### src/rtl/alu_bool_issuer.sv
// alu_bool_issuer: command FIFO plus a one-shot issue FSM that drives the alu_bool slice and returns its result.
// Optional feature macro ALU_ISSUER_OPCHECK_EN: illegal opcodes are issued with en low and answered with rsp_err.
module alu_bool_issuer #(
  parameter int WIDTH = 16,
  parameter int DEPTH = 4
) (
  input  logic             clk,
  input  logic             rst,
  input  logic             cmd_valid,
  output logic             cmd_ready,
  input  logic [WIDTH-1:0] cmd_a,
  input  logic [WIDTH-1:0] cmd_b,
  input  logic [3:0]       cmd_opcode,
  output logic [WIDTH-1:0] alu_a,
  output logic [WIDTH-1:0] alu_b,
  output logic [3:0]       alu_opcode,
  output logic             alu_en,
  input  logic [WIDTH-1:0] alu_result,
  output logic             rsp_valid,
  input  logic             rsp_ready,
  output logic [WIDTH-1:0] rsp_result,
  output logic [3:0]       rsp_opcode,
  output logic             rsp_err,
  output logic             busy
);
  localparam int PW = $clog2(DEPTH);
  localparam int CW = $clog2(DEPTH + 1);
  localparam int EW = 2 * WIDTH + 4;
  localparam logic [PW-1:0] PTR_ONE = PW'(1);
  localparam logic [CW-1:0] CNT_ONE = CW'(1);
  localparam logic [CW-1:0] CNT_FULL = CW'(DEPTH);

  typedef enum logic [1:0] {
    IDLE  = 2'd0,
    ISSUE = 2'd1,
    RESP  = 2'd2
  } state_t;

  state_t        state_r;
  logic [EW-1:0] mem_r [DEPTH];
  logic [PW-1:0] wr_ptr_r;
  logic [PW-1:0] rd_ptr_r;
  logic [CW-1:0] count_r;
  logic          push_s;
  logic          pop_s;
  logic [EW-1:0] head_s;
  logic          head_en_s;

`ifdef ALU_ISSUER_OPCHECK_EN
  function automatic logic op_legal(input logic [3:0] op);
    return (op == 4'b0100) || (op == 4'b0101);
  endfunction
`endif

  assign cmd_ready = (count_r < CNT_FULL);
  assign busy      = (state_r != IDLE) || (count_r != '0);
  assign head_s    = mem_r[rd_ptr_r];

  // Handshake decode; pops only happen when the FSM is free to take a new command.
  always_comb begin
    push_s    = cmd_valid && cmd_ready;
    pop_s     = 1'b0;
    head_en_s = 1'b1;
    if (count_r != '0) begin
      if (state_r == IDLE) begin
        pop_s = 1'b1;
      end else if ((state_r == RESP) && rsp_ready) begin
        pop_s = 1'b1;
      end else begin
        pop_s = 1'b0;
      end
    end else begin
      pop_s = 1'b0;
    end
`ifdef ALU_ISSUER_OPCHECK_EN
    head_en_s = op_legal(head_s[3:0]);
`else
    head_en_s = 1'b1;
`endif
  end

  // FIFO storage; contents need no reset because count gates every read.
  always_ff @(posedge clk) begin
    if (push_s) begin
      mem_r[wr_ptr_r] <= {cmd_a, cmd_b, cmd_opcode};
    end
  end

  // FIFO pointers and occupancy.
  always_ff @(posedge clk or posedge rst) begin
    if (rst) begin
      wr_ptr_r <= '0;
      rd_ptr_r <= '0;
      count_r  <= '0;
    end else begin
      if (push_s) begin
        wr_ptr_r <= wr_ptr_r + PTR_ONE;
      end
      if (pop_s) begin
        rd_ptr_r <= rd_ptr_r + PTR_ONE;
      end
      case ({push_s, pop_s})
        2'b10:   count_r <= count_r + CNT_ONE;
        2'b01:   count_r <= count_r - CNT_ONE;
        default: count_r <= count_r;
      endcase
    end
  end

  // Issue/response FSM; the async reset also drops alu_en immediately.
  always_ff @(posedge clk or posedge rst) begin
    if (rst) begin
      state_r    <= IDLE;
      alu_a      <= '0;
      alu_b      <= '0;
      alu_opcode <= 4'b0000;
      alu_en     <= 1'b0;
      rsp_valid  <= 1'b0;
      rsp_result <= '0;
      rsp_opcode <= 4'b0000;
      rsp_err    <= 1'b0;
    end else begin
      case (state_r)
        IDLE: begin
          if (pop_s) begin
            {alu_a, alu_b, alu_opcode} <= head_s;
            alu_en  <= head_en_s;
            state_r <= ISSUE;
          end
        end
        ISSUE: begin
          alu_en     <= 1'b0;
          rsp_valid  <= 1'b1;
          rsp_opcode <= alu_opcode;
`ifdef ALU_ISSUER_OPCHECK_EN
          rsp_result <= op_legal(alu_opcode) ? alu_result : '0;
          rsp_err    <= !op_legal(alu_opcode);
`else
          rsp_result <= alu_result;
          rsp_err    <= 1'b0;
`endif
          state_r    <= RESP;
        end
        RESP: begin
          if (rsp_ready) begin
            rsp_valid <= 1'b0;
            if (pop_s) begin
              {alu_a, alu_b, alu_opcode} <= head_s;
              alu_en  <= head_en_s;
              state_r <= ISSUE;
            end else begin
              state_r <= IDLE;
            end
          end
        end
        default: begin
          alu_en  <= 1'b0;
          state_r <= IDLE;
        end
      endcase
    end
  end
endmodule

### config.mk
export PLATFORM = sky130hd
export DESIGN_NAME = alu_bool_issuer
export DESIGN_NICKNAME = d
export VERILOG_FILES = /design/src/rtl/alu_bool_issuer.sv
export SDC_FILE = /design/constraint.sdc
export NUM_CORES = 1
export LEC_CHECK = 0
export BUFFER_PORTS_ARGS = -buffer_cell sky130_fd_sc_hd__buf_4
export CORE_MARGIN = 2
export CORE_UTILIZATION = 44
export CTS_CLUSTER_SIZE = 8
export DETAILED_ROUTE_END_ITERATION = 12
export PLACE_DENSITY = 0.67
export SETUP_SLACK_MARGIN = 0.4
export SYNTH_ARGS = -nofsm -noshare
export SYNTH_HDL_FRONTEND = slang
export SYNTH_SLANG_ARGS = --single-unit
### constraint.sdc
create_clock -name clk -period 2.2 [get_ports clk]
set_input_delay 0.22 -clock clk [delete_from_list [all_inputs] [get_ports clk]]
set_output_delay 0.22 -clock clk [all_outputs]
set_load 0.005 [all_outputs]
Word level (Yosys, flattened, before mapping)
Memory sizes are Yosys's and may differ from the RTL's.
Cells that the tools add are included.
{"block": "classes", "addsub": 4, "order_cmp": 1, "eq_ne": 6, "muxes": 24, "reduce_logical": 12}
{"cell": "16-bit 2-to-1 mux", "count": 4}
{"cell": "16-bit one-hot mux with 2 select lines", "count": 2}
{"cell": "1-bit 2-to-1 mux", "count": 9}
{"cell": "4-bit 2-to-1 mux", "count": 2}
{"cell": "4-bit one-hot mux with 2 select lines", "count": 1}
{"cell": "2-bit nonzero test", "count": 4}
{"cell": "2-bit one-hot mux with 3 select lines", "count": 1}
{"cell": "3-bit one-hot mux with 2 select lines", "count": 1}
{"cell": "2-bit AND reduction", "count": 3}
{"cell": "2-bit by 1-bit adder with 2-bit output, second input constant", "count": 2}
{"cell": "2-bit by 1-bit == test with 1-bit output, second input constant", "count": 2}
{"cell": "2-bit == test, second input constant", "count": 2}
{"cell": "2-bit 2-to-1 mux", "count": 2}
{"cell": "2-bit inequality test, second input constant", "count": 2}
{"cell": "1-bit one-hot mux with 2 select lines", "count": 2}
{"cell": "3-bit by 1-bit adder with 3-bit output, second input constant", "count": 1}
{"cell": "3-bit less-than comparator, second input constant", "count": 1}
{"cell": "3-bit nonzero test", "count": 1}
{"cell": "3-bit by 1-bit subtractor with 3-bit output, second input constant", "count": 1}
{"cell": "1-bit logical AND", "count": 2}
{"cell": "2-bit zero test", "count": 1}
{"cell": "1-bit logical OR", "count": 1}
{"block": "totals", "regBits": 67, "ramBits": 144, "n_memories": 1}
{"name": "mem_r", "depth": 4, "width": 36, "read_ports": 1, "rd_ports_with_merged_regs": 0, "write_ports": 1, "line_no": "40", "rtl": "logic [EW-1:0] mem_r [DEPTH];"}

Logic depth before layout (Yosys ltp)
Gate-level depths: netlist of the first run.
{"block": "logic_depth", "depth_word": 8, "depth_mapped": 10, "mapped_depth_nobuf": 8}

Worst setup path after synthesis of the first run
No wires, ideal clock.
{"block": "synth_path", "path_kind": "register -> register", "startpoint": "register state_r[1]", "endpoint": "register count_r[2]", "setup_ns": 0.080, "arrival_time_ns": 2.048, "required_ns": 2.120, "slack_ns": 0.072, "stages_incl_launch_ff": 11, "path_buffers": 2, "path_cell_list": "dfrtp_1 -> and2b_1 -> nor3_2 -> buf_4 -> buf_6 -> ha_1 -> inv_1 -> fa_1 -> xor2_1 -> nor2_1 -> xnor2_1"}
{"block": "synth_via", "elab_chain_len": 7}
{"item": "from (decl)", "line_no": "39", "rtl": "state_t state_r;"}
{"item": "from (signal assigned)", "line_no": "113", "rtl": "state_r <= IDLE;"}
{"item": "from (signal assigned)", "line_no": "128", "rtl": "state_r <= ISSUE;"}
{"item": "from (signal assigned)", "line_no": "142", "rtl": "state_r <= RESP;"}
{"item": "2-bit == test", "line_no": "67", "rtl": "end else if ((state_r == RESP) && rsp_ready) begin"}
{"item": "1-bit logical AND", "line_no": "67"}
{"item": "1-bit 2-to-1 mux", "line_no": "67"}
{"item": "1-bit 2-to-1 mux *", "line_no": "65", "rtl": "if (state_r == IDLE) begin"}
{"item": "1-bit 2-to-1 mux *", "line_no": "64", "rtl": "if (count_r != '0) begin"}
{"item": "net pop_s", "line_no": "45", "rtl": "logic pop_s;"}
{"item": "2-bit by 1-bit == test with 1-bit output or 2-bit == test (tied branches)", "line_no": "102", "rtl": "case ({push_s, pop_s})"}
{"item": "3-bit one-hot mux with 2 select lines or 2-bit nonzero test (tied branches)"}
{"item": "to (signal assigned)", "line_no": "103", "rtl": "2'b10: count_r <= count_r + CNT_ONE;"}
{"item": "to (signal assigned)", "line_no": "104", "rtl": "2'b01: count_r <= count_r - CNT_ONE;"}
{"item": "to (signal assigned)", "line_no": "105", "rtl": "default: count_r <= count_r;"}
{"item": "to (decl)", "line_no": "43", "rtl": "logic [CW-1:0] count_r;"}
The timed path passes the listed nets; every way through them passes the cells marked *.
A chain may end at the register's enable or synchronous reset.

Worst setup path after layout of the first run
{"block": "layout_path", "startpoint": "register state_r[1]", "endpoint": "register count_r[2]"}
{"block": "layout_via", "elab_chain_len": 7}
{"item": "2-bit == test", "line_no": "67"}
{"item": "1-bit logical AND", "line_no": "67"}
{"item": "1-bit 2-to-1 mux", "line_no": "67"}
{"item": "1-bit 2-to-1 mux *", "line_no": "65"}
{"item": "1-bit 2-to-1 mux *", "line_no": "64"}
{"item": "2-bit by 1-bit == test with 1-bit output or 2-bit == test (tied branches)", "line_no": "102"}
{"item": "3-bit one-hot mux with 2 select lines or 2-bit nonzero test (tied branches)"}
Mark *: on every way between the ends. The rest lies on a longest branch, timed or not.

==> results_dict.tcl, run 1 <==
set metrics [dict create \
    core_area_um2 17800 \
    cp_max_fo 2 \
    drt-initial-drc-count 200 \
    drive_gt1_share_pct 45.9 \
    synth_xor_area_share_pct 0.665 \
    synth_simple_gate_area_share_pct 1.20 \
    clock-root-buffer "clkbuf_16" \
    grt_pass1_wl_um 24000 \
    synth_seq_area_share_pct 75.9 \
    wl_per_cell_um 18.2 \
    yosys_warnings 0 \
    rsz0062_at_grt "true" \
    r2r-start "state_r[1]$_DFFE_PP0P_" \
    synthAdderAreaFrac_pct 1.04 \
    synth-compound-area-share_pct 0.380 \
    end_kind "flop" \
    antenna_found_initial 0 \
    fin_crit_ns 1.77 \
    ys_ff_latch 211 \
    io_buffers 115 \
    numCtsBuffers 30 \
    holdCritPathClass "in2reg" \
    nets 631 \
    grt_usage_pct 15.9 \
    rows 49 \
    fmax_ghz 0.564 \
    dieArea_um2 19100 \
    grt_max_degree 53 \
    mappedNetlistNets 426 \
    startpoint "state_r[1]$_DFFE_PP0P_" \
    cts_tree "yes" \
    diodes 0 \
    finalSetupTns_ns 0 \
    total_power_mw 14.8 \
    synthesis.area_um2 7910 \
    gp_congestion 0.660 \
    crit_chain "and2b_2 -> nor3_4 -> ha_4 -> inv_2 -> fa_2 -> xor2_1 -> nor2_1 -> xnor2_1" \
    finalMaxSlewViolations 0 \
    die_y_um 138 \
    detail_route.first_pass.iterations 4 \
    leakagePower_nw 4.08 \
    whs_ns 0.0650 \
    ir_worst_vdd_mv 0.703 \
    syn_inst 364 \
    power_density_nw_per_um2 1390 \
    yosys.cell_types.count 29 \
    criticalPathCategory "reg2reg" \
    hpwl_um 8520 \
    pin_count 117 \
    setup_violations 0 \
    max_stage_delay_ns 0.38 \
    worstPathRequired_ns 2.64 \
    cp.arrival_ns 2.22 \
    wirelength_um 15000 \
    antenna_left 0 \
    fillCellCount 1276 \
    vias 4060 \
    synth_top_area_share_pct 54.7 \
    synth_edf_count 144 \
    synth_top_family_by_area "multiplexers" \
    synth_top_flop_cell "edfxtp_1" \
    clock-skew-final_ns 0.0211 \
    start_kind "flop" \
    worstHoldStart "rsp_ready" \
    ff2ff_path_depth 8 \
    cts_max_level 1 \
    synthToLayoutAreaGrowth_pct 34.8 \
    yosys.area.top_type "edfxtp_1" \
    die_w_um 138 \
    period_share_pct 80.6 \
    vias_per_cell 4.95 \
    synth.area.top_cells "edfxtp_1, dfrtp_1, mux4_2" \
    avgSynthCellArea_um2 21.7 \
    cts.path.max_buffers 3 \
    grt_overflow 0 \
    clock-sinks 211 \
    slowest_stage "dfrtp_1" \
    initial_core_util_pct 44.5 \
    async_flop_share_pct 31.8 \
    clk_latency_ns 0.54 \
    drv_cap 0 \
    finalHoldViolCount 0 \
    grt_pass1_vias 4418 \
    min_path_cells 4 \
    remaining_drc_errors 0 \
    synth.area.mux_share_pct 18.7 \
    clk_pin_slew_worst_paths_ns 0.05 \
    outcome "completed" \
]
==> placed cells by master (no fill, tap or decap), types with 2 or more instances in the layout <==
| master | instances |
|---|---|
| dfrtp_1 | 65 |
| o21ai_0 | 2 |
| ha_1 | 4 |
| nor3_4 | 2 |
| mux2_4 | 6 |
| a21o_1 | 2 |
| buf_12 | 6 |
| and2_2 | 4 |
| mux2_2 | 50 |
| buf_4 | 129 |
| clkbuf_1 | 23 |
| dlygate4sd3_1 | 53 |
| nor2_1 | 4 |
| edfxtp_1 | 144 |
| nand2_1 | 2 |
| dfrtp_2 | 2 |
| xor2_1 | 3 |
| clkbuf_16 | 30 |
| inv_1 | 8 |
| xnor2_1 | 3 |
| mux4_2 | 35 |
==> layout make-up <==
type | count | area [um^2] | area share (%)
multi-input combinational | 127 | 1780 | 16.7
inverter | 10 | 41.3 | 0.388
clock inverter | 2 | 60.1 | 0.564
sequential | 211 | 6000 | 56.3
tap | 229 | 287 | 2.69
clock buffer | 53 | 837 | 7.86
timing repair buffer | 189 | 1650 | 15.5
==> layer usage <==
metal | GRT usage (%) | routed length (um)
met5 | 0 | 0
met4 | 3.92 | 226
met3 | 3.43 | 846
met2 | 26.6 | 7260
met1 | 21.7 | 6640
==> cell usage after synthesis, types with 2 or more instances <==
library cell	instances
edfxtp_1	144
dfrtp_1	67
mux2_2	50
mux4_2	35
inv_1	10
buf_2	8
mux2_4	6
ha_1	5
and2_1	4
nor2_1	4
xnor2_1	3
xor2_1	3
a21o_1	2
buf_12	2
buf_4	2
buf_6	2
clkbuf_1	2
nand2_1	2
nor3_2	2
o21ai_0	2
==> sequential cells by signal, indices dropped and copies added (netlist names) <==
register,cells
rd_ptr_r,2
alu_b,16
rsp_valid,1
wr_ptr_r,2
alu_a,16
alu_en,1
rsp_opcode,4
count_r,3
mem_r,144
alu_opcode,4
rsp_result,16
state_r,2
==> worst paths after layout <==
path / endpoint / slack, ns
max: count_r[2]$_DFFE_PP0P_ / 0.43
min: rsp_valid$_DFFE_PP0P_ / 0.07
max reg2reg: count_r[2]$_DFFE_PP0P_ / 0.43
min reg2reg: rsp_result[3]$_DFFE_PP0P_ / 0.50
max in group asynchronous: rd_ptr_r[1]$_DFFE_PP0P_ / 1.31
min in group asynchronous: rsp_result[0]$_DFFE_PP0P_ / 0.25
==> worst max-delay path: cells and delay by family (launching register included) <==
family	cells	cell delay, ns
AND/OR/NAND/NOR	3	0.49
flip-flops	1	0.38
buffers and inverters	1	0.04
adder cells (fa/ha/maj)	2	0.50
XOR/XNOR	2	0.27
==> timing repair <==
action                                 CTS  global route
hold buffers                            53             0
buffers inserted                         7             0
endpoints found under the hold margin  175             0
pin swaps                                3             1
setup endpoints to repair               32             3
gates cloned                             1             0
gates resized for setup                  2             0
==> per-stage QoR <==
step	cells	instance area (um^2)	utilization, %	setup WS, ns
finish	821	10700	59.9	0.426
global route	821	10700	59.9	0.322
CTS	821	10700	59.9	0.380
detailed placement	705	9140	51.4	0.312
global placement	705	9140	51.4	0.371
floorplan	364	7930	-	0.204
==> power by group <==
group	switching [mW]	leakage (nW)	total [mW]	internal (mW)
Combinational	1.83	1.57	4.67	2.84
Sequential	0.562	2.09	5.90	5.34
Clock	1.55	0.422	4.22	2.66
==> cells by family (layout without fill, tap and decap cells) <==
family | after synthesis | after routing
flip-flops | 211 | 211
AND/OR/NAND/NOR | 16 | 16
XOR/XNOR | 6 | 6
multiplexers | 93 | 93
buffers and inverters | 26 | 254
AO/OA/AOI/OAI | 5 | 5
other | 1 | 1
adder cells (fa/ha/maj) | 6 | 6
Power figures use the tool's default switching activity.
==> run 2: changes to the inputs <==
- PLACE_DENSITY: 0.67 -> not set
- clock period: 2.2 -> 1.84 ns (I/O delays scaled with it)
==> results_dict.tcl, run 2 (same netlist as run 1, synthesis figures left out) <==
set metrics [dict create \
    outcome "completed" \
    slowest_stage "dfrtp_1" \
    cts_tree "yes" \
    antenna_left 0 \
    internal-power_mw 13.9 \
    place_area_um2 9310 \
    fin_area_um2 11200 \
    pin_count 117 \
    drive_gt1_share_pct 48.5 \
    grt_max_degree 34 \
    start_kind "flop" \
    rows 49 \
    cts_max_level 1 \
    final_cell_mix "edfxtp_1, buf_4, dfrtp_1" \
    max_stage_delay_ns 0.37 \
    die_w_um 138 \
    crit_chain "and2b_1 -> nor3_4 -> ha_4 -> inv_2 -> fa_2 -> xor2_1 -> nor2_1 -> xnor2_1" \
    total_power_mw 19.0 \
    critical_path_buf_inv_count 1 \
    numCtsBuffers 30 \
    die_y_um 138 \
    clock-root-buffer "clkbuf_16" \
    pwr-share-seq_pct 37.1 \
    grt_usage_pct 16.8 \
    dieArea_um2 19100 \
    clock-sinks 211 \
    worstPathRequired_ns 2.29 \
    antenna_found_initial 0 \
    rsz0062_at_grt "true" \
    pre_cts_ws_ns 0.106 \
    clk_latency_ns 0.53 \
    period_share_pct 94.7 \
    vias_per_cell 4.93 \
    detail_route.first_pass.iterations 4 \
    finalHoldViolCount 0 \
    holdCritPathClass "in2reg" \
    ir_worst_vdd_mv 0.994 \
    diodes 0 \
    switchingPower_mw 5.09 \
    fin_crit_ns 1.74 \
    io_buffers 115 \
    worst_slew_pin_slew_ns 0.520 \
    power_density_nw_per_um2 1690 \
    pwr-share-comb_pct 36.0 \
    remaining_drc_errors 0 \
    layout_commonest_cell "edfxtp_1" \
    grt_overflow 0 \
    end_kind "flop" \
    clock-skew-final_ns 0.0148 \
    sw_frac_of_total_pct 26.7 \
    hpwl_um 9190 \
    cp.arrival_ns 2.20 \
    fin_ws_ns 0.0973 \
    nets 656 \
    finalMaxSlewViolations 0 \
    largest_reg_flops 144 \
    vias 4167 \
    synthToLayoutAreaGrowth_pct 42.1 \
    cp_max_fo 2 \
    crit_family "simple AND/OR/NAND/NOR gates" \
    grt_pass1_vias 4507 \
    core_area_um2 17800 \
    wirelength_um 16800 \
    wl_per_cell_um 19.9 \
    whs_ns 0.0246 \
    fmax_ghz 0.574 \
    criticalPathCategory "reg2reg" \
    drv_cap 0 \
    cts.path.max_buffers 3 \
    clk_pin_slew_worst_paths_ns 0.05 \
    clkPwrFrac_pct 26.8 \
    top_register "mem_r" \
    relSlewSlack_pct 65.3 \
    setup_violations 0 \
    gp_congestion 0.699 \
    grt_pass1_wl_um 25000 \
    drt-initial-drc-count 197 \
    leakagePower_nw 4.37 \
    finalSetupTns_ns 0 \
    initial_core_util_pct 44.5 \
]
==> run 2: worst paths after layout <==
kind                                       startpoint                          to  slack, ns  cells after the start
setup / recovery               state_r[1]$_DFFE_PP0P_      count_r[2]$_DFFE_PP0P_        0.1                      8
setup reg to reg               state_r[1]$_DFFE_PP0P_      count_r[2]$_DFFE_PP0P_        0.1                      8
hold reg to reg            rsp_result[10]$_DFFE_PP0P_  rsp_result[10]$_DFFE_PP0P_       0.51                      1
max in group asynchronous                         rst        alu_a[0]$_DFFE_PP0P_       1.03                      4
hold / removal                              rsp_ready       rsp_valid$_DFFE_PP0P_       0.02                      4
min in group asynchronous                         rst       alu_b[13]$_DFFE_PP0P_       0.28                      3
==> run 2: power groups by stage <==
stage	Sequential, mW	Clock, mW	Combinational [mW]
5_1_grt	7.20	5.43	7.33
2_1_floorplan	6.96	0	3.48
3_5_place_dp	7.11	0	5.64
6_report	7.06	5.10	6.85
4_1_cts	7.05	5.22	6.19
3_3_place_gp	7.07	0	5.54
==> run 2: repair_timing <==
item                                   4_1_cts  5_1_grt
pin swaps                                    3        1
setup endpoints to repair                  203      205
gates cloned                                 6        6
resized for setup                            7       28
hold buffers                                53        0
endpoints found under the hold margin      179        0
setup buffers                                7        5
==> run 2: cell type report <==
| type | instances | area, um^2 |
|---|---|---|
| Tap cell | 229 | 287 |
| Clock buffer | 54 | 862 |
| Multi-Input combinational cell | 127 | 1820 |
| Clock inverter | 1 | 30.0 |
| Timing Repair Buffer | 214 | 2180 |
| Sequential cell | 211 | 6000 |
| Inverter | 10 | 43.8 |
| Fill cell | 1249 | 6550 |
==> run 2: worst reg2reg max path, stage by stage (launching register included) <==
cell and delay [ns]:
dfrtp_1 0.37, and2b_1 0.20, nor3_4 0.18, ha_4 0.18
inv_2 0.04, fa_2 0.32, xor2_1 0.14, nor2_1 0.12
xnor2_1 0.12
==> run 2: stage by stage <==
| step | instances | utilization [%] |
|---|---|---|
| 2_1_floorplan | 364 | - |
| 3_3_place_gp | 714 | 52.4 |
| 3_5_place_dp | 714 | 52.4 |
| 4_1_cts | 835 | 61.9 |
| 5_1_grt | 846 | 63.2 |
| 6_report | 846 | 63.2 |
==> run 2: metal layers <==
layer | vias up | wire length (um) | GRT usage, %
li1 | 1896 | - | -
met1 | 2115 | 7020 | 21.8
met2 | 133 | 8710 | 29.3
met3 | 23 | 839 | 3.39
met4 | 0 | 278 | 4.24
met5 | - | 0 | 0
